===== config.mk =====
export PLATFORM = sky130hd
export DESIGN_NAME = hazard_control_unit
export DESIGN_NICKNAME = d
export VERILOG_FILES = /design/src/rtl/hazard_pkg.sv /design/src/rtl/hazard_control_unit_sat_counter.sv /design/src/rtl/hazard_control_unit.sv
export SDC_FILE = /design/constraint.sdc
export NUM_CORES = 1
export LEC_CHECK = 0
export CAP_MARGIN = 20
export CORE_MARGIN = 2
export CORE_UTILIZATION = 54
export CTS_BUF_LIST = sky130_fd_sc_hd__clkbuf_16
export CTS_CLUSTER_SIZE = 28
export DETAILED_ROUTE_END_ITERATION = 10
export GPL_TIMING_DRIVEN = 0
export PLACE_DENSITY_LB_ADDON = 0.05
export SLEW_MARGIN = 20
export SYNTH_ARGS = -nofsm -noshare
export SYNTH_HDL_FRONTEND = slang
export SYNTH_SLANG_ARGS = --single-unit

===== constraint.sdc =====
create_clock -name Clk -period 2.6 [get_ports Clk]
set_input_delay 0.52 -clock Clk [delete_from_list [all_inputs] [get_ports Clk]]
set_output_delay 0.52 -clock Clk [all_outputs]
set_load 0.02 [all_outputs]

===== src/rtl/hazard_pkg.sv =====
// Shared types for the pipeline hazard sequencer.
// State encoding, register width and control bundles.
package hazard_pkg;

  localparam int REG_W = 3;

  typedef logic [REG_W-1:0] reg_t;

  typedef enum logic [1:0] {
    RUN        = 2'b00,
    LOAD_STALL = 2'b01,
    FLUSH      = 2'b10,
    MEM_WAIT   = 2'b11
  } state_e;

  typedef struct packed {
    logic pc_write;
    logic ifid_write;
    logic ifid_flush;
    logic idex_bubble;
    logic pipe_freeze;
    logic mem_error;
  } ctrl_t;

  // CTRL_NOP is the no-hazard control word: everything advances.
  localparam ctrl_t CTRL_NOP    = 6'b110000;
  localparam ctrl_t CTRL_LOAD   = 6'b000100;
  localparam ctrl_t CTRL_FREEZE = 6'b000010;
  localparam ctrl_t CTRL_BRANCH = 6'b111100;
  localparam ctrl_t CTRL_FLUSH  = 6'b111000;
  localparam ctrl_t CTRL_ABORT  = 6'b110001;

  function automatic logic is_load_use(
    input logic mem_read,
    input reg_t rd,
    input reg_t rs,
    input reg_t rt,
    input logic uses_rt
  );
    return mem_read && (rd != '0) &&
           ((rd == rs) || (uses_rt && (rd == rt)));
  endfunction

endpackage


===== src/rtl/hazard_control_unit_sat_counter.sv =====
// Saturating up-counter with enable.
// Holds at all-ones; cleared only by reset.
module sat_counter #(
  parameter int W = 16
) (
  input  logic         clk,
  input  logic         rst_n,
  input  logic         en,
  output logic [W-1:0] count
);

  always_ff @(posedge clk or negedge rst_n) begin
    if (!rst_n) begin
      count <= '0;
    end else if (en && (count != '1)) begin
      count <= count + 1'b1;
    end
  end

endmodule


===== src/rtl/hazard_control_unit.sv =====
// Pipeline sequencer: load-use bubbles, branch flush,
// and memory freeze with watchdog abort.
module hazard_control_unit #(
  parameter int LOAD_STALL_CYCLES   = 1,
  parameter int BRANCH_FLUSH_CYCLES = 2,
  parameter int MEM_TIMEOUT         = 255,
  parameter int CNT_W               = 16
) (
  input  logic             Clk,
  input  logic             Rst_n,
  input  logic [2:0]       Ifid_rs,
  input  logic [2:0]       Ifid_rt,
  input  logic             Ifid_uses_rt,
  input  logic [2:0]       Idex_rd,
  input  logic             Idex_mem_read,
  input  logic             Branch_taken,
  input  logic             Jump_id,
  input  logic             Mem_req,
  input  logic             Mem_ready,
  output logic             Pc_write,
  output logic             Ifid_write,
  output logic             Ifid_flush,
  output logic             Idex_bubble,
  output logic             Pipe_freeze,
  output logic             Mem_error,
  output logic [CNT_W-1:0] Stall_count
);

  import hazard_pkg::*;

  localparam logic [1:0] LS_INIT = 2'(LOAD_STALL_CYCLES - 1);
  localparam logic [1:0] FL_INIT = 2'(BRANCH_FLUSH_CYCLES - 1);
  localparam logic [7:0] TIMEOUT = 8'(MEM_TIMEOUT);
  localparam bit LS_MULTI = LOAD_STALL_CYCLES > 1;
  localparam bit FL_MULTI = BRANCH_FLUSH_CYCLES > 1;

  state_e     state_q, state_d;
  logic [1:0] ls_q, ls_d;
  logic [1:0] fl_q, fl_d;
  logic [7:0] wait_q, wait_d;
  ctrl_t      ctrl;

  logic load_use, mem_stall;
  logic ev_mem, ev_br, ev_lu, ev_jmp;

  always_comb begin
    load_use  = is_load_use(Idex_mem_read, Idex_rd,
                            Ifid_rs, Ifid_rt, Ifid_uses_rt);
    mem_stall = Mem_req && !Mem_ready;
    // Flatten the priority chain into one-hot events.
    ev_mem = mem_stall;
    ev_br  = Branch_taken && !ev_mem;
    ev_lu  = load_use && !Branch_taken && !ev_mem;
    ev_jmp = Jump_id && !load_use &&
             !Branch_taken && !ev_mem;
  end

  always_comb begin
    state_d = state_q;
    ls_d    = ls_q;
    fl_d    = fl_q;
    wait_d  = wait_q;
    ctrl    = CTRL_NOP;
    unique case (state_q)
      RUN: begin
        unique case (1'b1)
          ev_mem: begin
            ctrl    = CTRL_FREEZE;
            state_d = MEM_WAIT;
            wait_d  = 8'd1;
          end
          ev_br: begin
            ctrl = CTRL_BRANCH;
            if (FL_MULTI) begin
              state_d = FLUSH;
              fl_d    = FL_INIT;
            end
          end
          ev_lu: begin
            ctrl = CTRL_LOAD;
            if (LS_MULTI) begin
              state_d = LOAD_STALL;
              ls_d    = LS_INIT;
            end
          end
          ev_jmp: ctrl = CTRL_FLUSH;
          default: ;
        endcase
      end
      LOAD_STALL: begin
        unique case (1'b1)
          ev_mem: begin
            ctrl    = CTRL_FREEZE;
            state_d = MEM_WAIT;
            wait_d  = 8'd1;
            ls_d    = '0;
          end
          ev_br: begin
            ctrl    = CTRL_BRANCH;
            ls_d    = '0;
            state_d = FL_MULTI ? FLUSH : RUN;
            fl_d    = FL_INIT;
          end
          default: begin
            ctrl = CTRL_LOAD;
            ls_d = ls_q - 2'd1;
            if (ls_q == 2'd1) state_d = RUN;
          end
        endcase
      end
      FLUSH: begin
        unique case (1'b1)
          ev_mem: begin
            ctrl    = CTRL_FREEZE;
            state_d = MEM_WAIT;
            wait_d  = 8'd1;
            fl_d    = '0;
          end
          ev_br: begin
            ctrl = CTRL_BRANCH;
            fl_d = FL_INIT;
          end
          default: begin
            ctrl = CTRL_FLUSH;
            fl_d = fl_q - 2'd1;
            if (fl_q == 2'd1) state_d = RUN;
          end
        endcase
      end
      MEM_WAIT: begin
        if (Mem_ready) begin
          state_d = RUN;
          wait_d  = '0;
        end else if (wait_q == TIMEOUT) begin
          ctrl    = CTRL_ABORT;
          state_d = RUN;
          wait_d  = '0;
        end else begin
          ctrl   = CTRL_FREEZE;
          wait_d = wait_q + 8'd1;
        end
      end
    endcase
    // No stray flush or bubble may leak out while reset is held.
    if (!Rst_n) ctrl = CTRL_NOP;
  end

  always_ff @(posedge Clk or negedge Rst_n) begin
    if (!Rst_n) begin
      state_q <= RUN;
      ls_q    <= '0;
      fl_q    <= '0;
      wait_q  <= '0;
    end else begin
      state_q <= state_d;
      ls_q    <= ls_d;
      fl_q    <= fl_d;
      wait_q  <= wait_d;
    end
  end

  sat_counter #(
    .W(CNT_W)
  ) u_stall_cnt (
    .clk  (Clk),
    .rst_n(Rst_n),
    .en   (!ctrl.pc_write),
    .count(Stall_count)
  );

  assign Pc_write    = ctrl.pc_write;
  assign Ifid_write  = ctrl.ifid_write;
  assign Ifid_flush  = ctrl.ifid_flush;
  assign Idex_bubble = ctrl.idex_bubble;
  assign Pipe_freeze = ctrl.pipe_freeze;
  assign Mem_error   = ctrl.mem_error;

endmodule


==> qor.csv, run 1 <==
metric,value,unit
I/O pin count,39,
Max Cap Violations,0,
largest net degree at the start of global routing,37,
Clock Latency Late Sink,270,ps
critical path peak fanout,2,
Yosys top cell area share,42.9,%
First-pass DRT Iterations,4,
post-synth top area cell,dfrtp_1,
Critical Path Source,Ifid_rs[1],
CTS H-Tree Depth,2,
Critical Path RT,2080,ps
design area,0.00240,sq mm
Worst R2R End,u_stall_cnt.count[15],
GRT Total Usage,24.2,%
leakage,1.13,nW
final net count,254,
"Primary FF master, synth",dfrtp_1,
worst-path cell chain,clkdlybuf4s50_1 -> xnor2_1 -> nand3_2 -> a21oi_4 -> a21oi_2 -> o311a_1 -> buf_6,
share of post-route cells with drive strength above 1,16.2,%
post-route ant nets,0,
Tightest Pin Transition,561,ps
cells after synthesis,184,
worst min path class,primary input to asynchronous set/reset pin,
final wirelength,4130,um
Slew Limit Fails,0,
"Period Utilization, post-route",96.7,%
YS warnings,0,
Initial DRC Count,121,
Layout Skew,2.96,ps
"flops & latches, synth",30,
PwrDens,786,mW/mm^2
syn nets,205,
Post-CTS Hold Buffers,0,
DP HPWL,2860,um
final hold vios,0,
R2R Setup Slk,580,ps
Mapped Area,0.00175,sq mm
total stage count of the critical path,7,
Starting Density,56.8,%
routed vias,1556,
setup violators final,0,
top post-synthesis cells by area,"dfrtp_1 (43%), xnor2_1 (9.5%), nand2_1 (4.5%)",
vias in the first global route,1452,
post-synthesis sequential area ratio,42.9,%
"commonest non-fill, non-tap cells in the layout","dfrtp_1 (30), clkdlybuf4s50_1 (22), nand2_1 (21)",
"commonest non-fill, non-tap cell in the layout",dfrtp_1,
row count,20,
Residual DRC,0,
Max Clock Freq,398,MHz
placed inst area,0.00218,sq mm
count of cell types in the netlist,42,
die area,0.00371,sq mm
initial antenna violation count,0,
CORE AREA,0.00308,sq mm
crit path time final,2520,ps
Bufs and invs on worst path,2,
dpl ws,-543,ps
CP endpoint,Ifid_flush,
Slew HR,62.3,%
Setup crit start kind,primary input,
TritonCTS clock tree,built,
max incr delay on CP,480,ps
vias per cell,5.60,
Worst EP arrival,2000,ps
total design power,1.89,mW
RePlAce Congestion,0.831,
maximum VDD drop,0.626,mV
Layout area overhead,37.2,%
Setup Crit Path Kind,primary input to primary output,
ys async rst share,100,%
"EDFF count, synth",0,
worst reg2reg path depth,8,
RSZ-0062 raised after global routing,false,
Reg-to-Reg Start,wait_q[0],
Die W,60.9,um
setup ws final,84.8,ps
slowest CP cell,clkdlybuf4s50_1,
status,"finished, final reports clean",
Num Clock Sinks,30,
routed length per instance,14.9,um
Clock Pin Slew Worst Setup and Hold Paths,50,ps
Num CTS Buffers,5,
synthesized area per cell,9.51,sq um
IO buf count,38,
CP top delay family,buffers and inverters,
root buffer cell,clkbuf_16,
first-pass GRT wire length,6620,um
Diodes inserted,0,
chip height,60.9,um
clock tree buffer depth,2,
GR Overflow Total,0,
critical path capture point type,primary output,
sequential cells by signal (all words and copies together) (netlist names):
name	cells
ls_q	2
fl_q	2
wait_q	8
state_q	2
u_stall_cnt.count	16
report_power, final:
group          switching (mW)  internal (mW)  leakage [nW]
clock network           0.200          0.348        0.0672
logic                   0.350          0.302         0.671
registers               0.113          0.572         0.396
stage by stage:
| stage | setup TNS (ps) | hold WS, ps | util [%] | cells |
|---|---|---|---|---|
| 2_1_floorplan | 0 | 224 | - | 184 |
| 3_3_place_gp | -15970 | 467 | 71.0 | 266 |
| 3_5_place_dp | -1850 | 501 | 70.8 | 266 |
| 4_1_cts | 0 | 199 | 76.0 | 277 |
| 5_1_grt | 0 | 218 | 78.0 | 278 |
| 6_report | 0 | 189 | 78.0 | 278 |
cells by family after synthesis:
group                      after synthesis  synth area share, %
DFF                                     30                 42.9
xor gates and xnor gates                25                 12.5
muxes                                    4                 2.50
AOI/OAI and AO/OA                       32                 11.9
and+or+nand+nor                         77                 23.6
adders and majority gates                4                 2.86
buffers and inverters                   12                 3.65
worst min-delay path by stage:
stage	startpoint	to	slack, ps
2_1_floorplan	Rst_n	fl_q[0]	220
3_3_place_gp	ls_q[1]	ls_q[1]	470
3_5_place_dp	u_stall_cnt.count[8]	u_stall_cnt.count[8]	500
4_1_cts	Rst_n	u_stall_cnt.count[13]	200
5_1_grt	Rst_n	u_stall_cnt.count[14]	220
6_report	Rst_n	u_stall_cnt.count[14]	190
metal layers:
layer  GRT usage (%)  vias up  wire length, um  part of all wire [%]
li1                -      746                -                     -
met1            31.9      770             1870                    45
met2            38.6       38             2030                    49
met3            6.61        2              223                   5.4
met4            8.39        0               15                  0.36
met5               0        -                0                     0
cell type report:
class / instances / area (sq um)
multi-input cells: 142 / 973
inverters: 6 / 22.5
clock inverters: 3 / 16.3
well taps: 44 / 55.1
clock buffers: 5 / 125
repair buffers: 42 / 413
plain buffers: 6 / 43.8
flip-flops and latches: 30 / 751
fillers: 215 / 678
cells in the mapped netlist, types with 2 or more instances:
| master | n |
|---|---|
| o22ai_1 | 4 |
| nand3_1 | 8 |
| mux2_1 | 2 |
| inv_1 | 6 |
| buf_4 | 3 |
| nor3_1 | 4 |
| ha_1 | 4 |
| clkbuf_1 | 2 |
| nor4_1 | 3 |
| a21o_1 | 2 |
| o21ai_0 | 7 |
| nand2b_1 | 2 |
| xor2_1 | 6 |
| nor2_1 | 15 |
| a21oi_1 | 10 |
| and3_1 | 7 |
| nand2_1 | 21 |
| a22o_1 | 2 |
| xnor2_1 | 19 |
| dfrtp_1 | 30 |
| nand4_1 | 6 |
what timing repair did:
item | 4_1_cts | 5_1_grt
pin swaps | 6 | 9
setup endpoints to repair | 6 | 5
resized for setup | 24 | 14
buffers inserted | 3 | 1
Note: power is estimated with default switching activity, not from simulation.
==> run 2: changes to the inputs <==
--- a/config.mk
+++ b/config.mk
@@ -13,6 +13,7 @@
 export DETAILED_ROUTE_END_ITERATION = 10
 export GPL_TIMING_DRIVEN = 0
 export PLACE_DENSITY_LB_ADDON = 0.05
+export SKIP_LAST_GASP = 1
 export SLEW_MARGIN = 20
 export SYNTH_ARGS = -nofsm -noshare
 export SYNTH_HDL_FRONTEND = slang
==> run 2 against run 1 <==
  * Sequential share of layout area barely moved
  * Combinational power barely moved
  * Via count fell by 0.26%
  * Setup slack got worse by 30 ps
  * Register-to-register slack barely moved
  * First-iteration DRC count rose by 0.83%
  * Total power barely moved
  * Critical path type is now flip-flop to primary output
==> qor.csv, run 2 (same netlist as run 1, synthesis figures left out) <==
metric,value,unit,change
final net count,254,,unchanged
Max Clock Freq,393,MHz,was 398 MHz
setup violators final,0,,unchanged
CTS H-Tree Depth,2,,unchanged
routed vias,1552,,was 1556
Tightest Pin Transition,561,ps,unchanged
initial antenna violation count,0,,unchanged
worst-path cell chain,ha_1 -> nand3_2 -> nor3_4 -> and3_1 -> clkdlybuf4s50_1,,was clkdlybuf4s50_1 -> xnor2_1 -> nand3_2 -> a21oi_4 -> a21oi_2 -> o311a_1 -> buf_6
final wirelength,4130,um,about the same
setup ws final,55.1,ps,was 84.8 ps
final setup TNS,0,ps,unchanged
Residual DRC,0,,unchanged
Layout Skew,3.85,ps,was 2.96 ps
Filler cells,215,,unchanged
Post-CTS Hold Buffers,0,,unchanged
I/O pin count,39,,unchanged
"commonest non-fill, non-tap cell in the layout",dfrtp_1,,unchanged
maximum VDD drop,0.626,mV,about the same
first-pass GRT wire length,6620,um,unchanged
max incr delay on CP,590,ps,was 480 ps
First-pass DRT Iterations,4,,unchanged
Initial DRC Count,122,,was 121
final hold vios,0,,unchanged
crit path time final,2540,ps,was 2520 ps
CORE AREA,0.00308,sq mm,unchanged
DP HPWL,2860,um,unchanged
routed length per instance,14.8,um,was 14.9 um
Clock Pin Slew Worst Setup and Hold Paths,50,ps,about the same
clock tree buffer depth,2,,unchanged
"Period Utilization, post-route",97.9,%,was 96.7%
critical path capture point type,primary output,,unchanged
GR Overflow Total,0,,unchanged
multi-input gate area in the final layout,973,sq um,unchanged
largest net degree at the start of global routing,37,,unchanged
"commonest non-fill, non-tap cells in the layout","dfrtp_1 (30), clkdlybuf4s50_1 (23), nand2_1 (21)",,"was dfrtp_1 (30), clkdlybuf4s50_1 (22), nand2_1 (21)"
Clock Latency Late Sink,270,ps,about the same
RePlAce Congestion,0.831,,unchanged
row count,20,,unchanged
worst min path class,primary input to asynchronous set/reset pin,,unchanged
Hold WS,189,ps,about the same
share of post-route cells with drive strength above 1,16.2,%,unchanged
total design power,1.88,mW,was 1.89 mW
design area,0.00240,sq mm,about the same
Setup Crit Path Kind,flip-flop to primary output,,was primary input to primary output
post-route ant nets,0,,unchanged
sequential cell area,751,sq um,unchanged
vias per cell,5.58,,was 5.60
Regs by FF count,"u_stall_cnt.count: 16 flops, wait_q: 8 flops",,unchanged
Worst EP arrival,2020,ps,was 2000 ps
Layout area overhead,37.1,%,was 37.2%
Diodes inserted,0,,unchanged
leakage,1.12,nW,was 1.13 nW
IO buf count,38,,unchanged
vias in the first global route,1452,,unchanged
Setup crit start kind,flip-flop,,was primary input
max reg flops,16,,unchanged
Starting Density,56.8,%,unchanged
TritonCTS clock tree,built,,unchanged
Critical Path RT,2080,ps,about the same
Final Core Density,77.9,%,was 78.0%
root buffer cell,clkbuf_16,,unchanged
Slew Limit Fails,0,,unchanged
slowest CP cell,clkdlybuf4s50_1,,unchanged
Num CTS Buffers,5,,unchanged
"Most flops, register",u_stall_cnt.count,,unchanged
GRT Total Usage,24.2,%,unchanged
RSZ-0062 raised after global routing,true,,was false
placed inst area,0.00218,sq mm,unchanged
placed instance count,266,,unchanged
PwrDens,786,mW/mm^2,about the same
Die W,60.9,um,unchanged
Post-Layout Cell Count,278,,unchanged
dpl ws,-543,ps,unchanged
Num Clock Sinks,30,,unchanged
Slew HR,62.3,%,unchanged
chip height,60.9,um,unchanged
die area,0.00371,sq mm,unchanged
status,"finished, final reports clean",,unchanged
critical path peak fanout,4,,was 2
Max Cap Violations,0,,unchanged
[run 2: area by class of cell]
cell class / instances / area share (%)
multi-input combinational: 142 / 40.6
sequential: 30 / 31.3
timing repair buffer: 42 / 17.1
clock buffer: 5 / 5.22
tap: 44 / 2.30
buffer: 6 / 1.83
inverter: 6 / 0.939
clock inverter: 3 / 0.678
[run 2: path summary, 6_finish.rpt]
check                      depth (start not counted)                     to            startpoint  slack [ps]
setup / recovery                                   5              Mem_error             wait_q[0]          60
hold / removal                                     1  u_stall_cnt.count[14]                 Rst_n         190
setup reg to reg                                   8  u_stall_cnt.count[15]             wait_q[0]         580
hold reg to reg                                    1   u_stall_cnt.count[9]  u_stall_cnt.count[9]         510
max in group asynchronous                          1              wait_q[0]                 Rst_n        2090
min in group Clk                                   1   u_stall_cnt.count[9]  u_stall_cnt.count[9]         510
[run 2: critical path, delay by kind of cell (launching register included)]
kind / cells / cell delay (ps)
buffers and inverters: 1 / 590
DFF: 1 / 380
adders and majority gates: 1 / 210
and+or+nand+nor: 3 / 560
[run 2: per-layer routing]
layer	wire length (um)	up-vias	global-route usage [%]	share of wire, %
li1	-	746	-	-
met1	1860	761	31.9	45
met2	2020	43	38.6	49
met3	232	2	6.61	5.6
met4	15	0	8.39	0.36
met5	0	-	0	0
[run 2: power breakdown]
part           internal [mW]  total (mW)  switching, mW
Clock                  0.348       0.547          0.199
Sequential             0.572       0.685          0.113
Combinational          0.302       0.652          0.350
Total                   1.22        1.88          0.662
[run 2: what timing repair did]
action / in CTS / in global routing
setup buffers: 3 / 1
pin swaps: 6 / 9
cloned: 0 / 0
setup endpoints to repair: 6 / 5
resized for setup: 24 / 13
endpoints found under the hold margin: 0 / 0
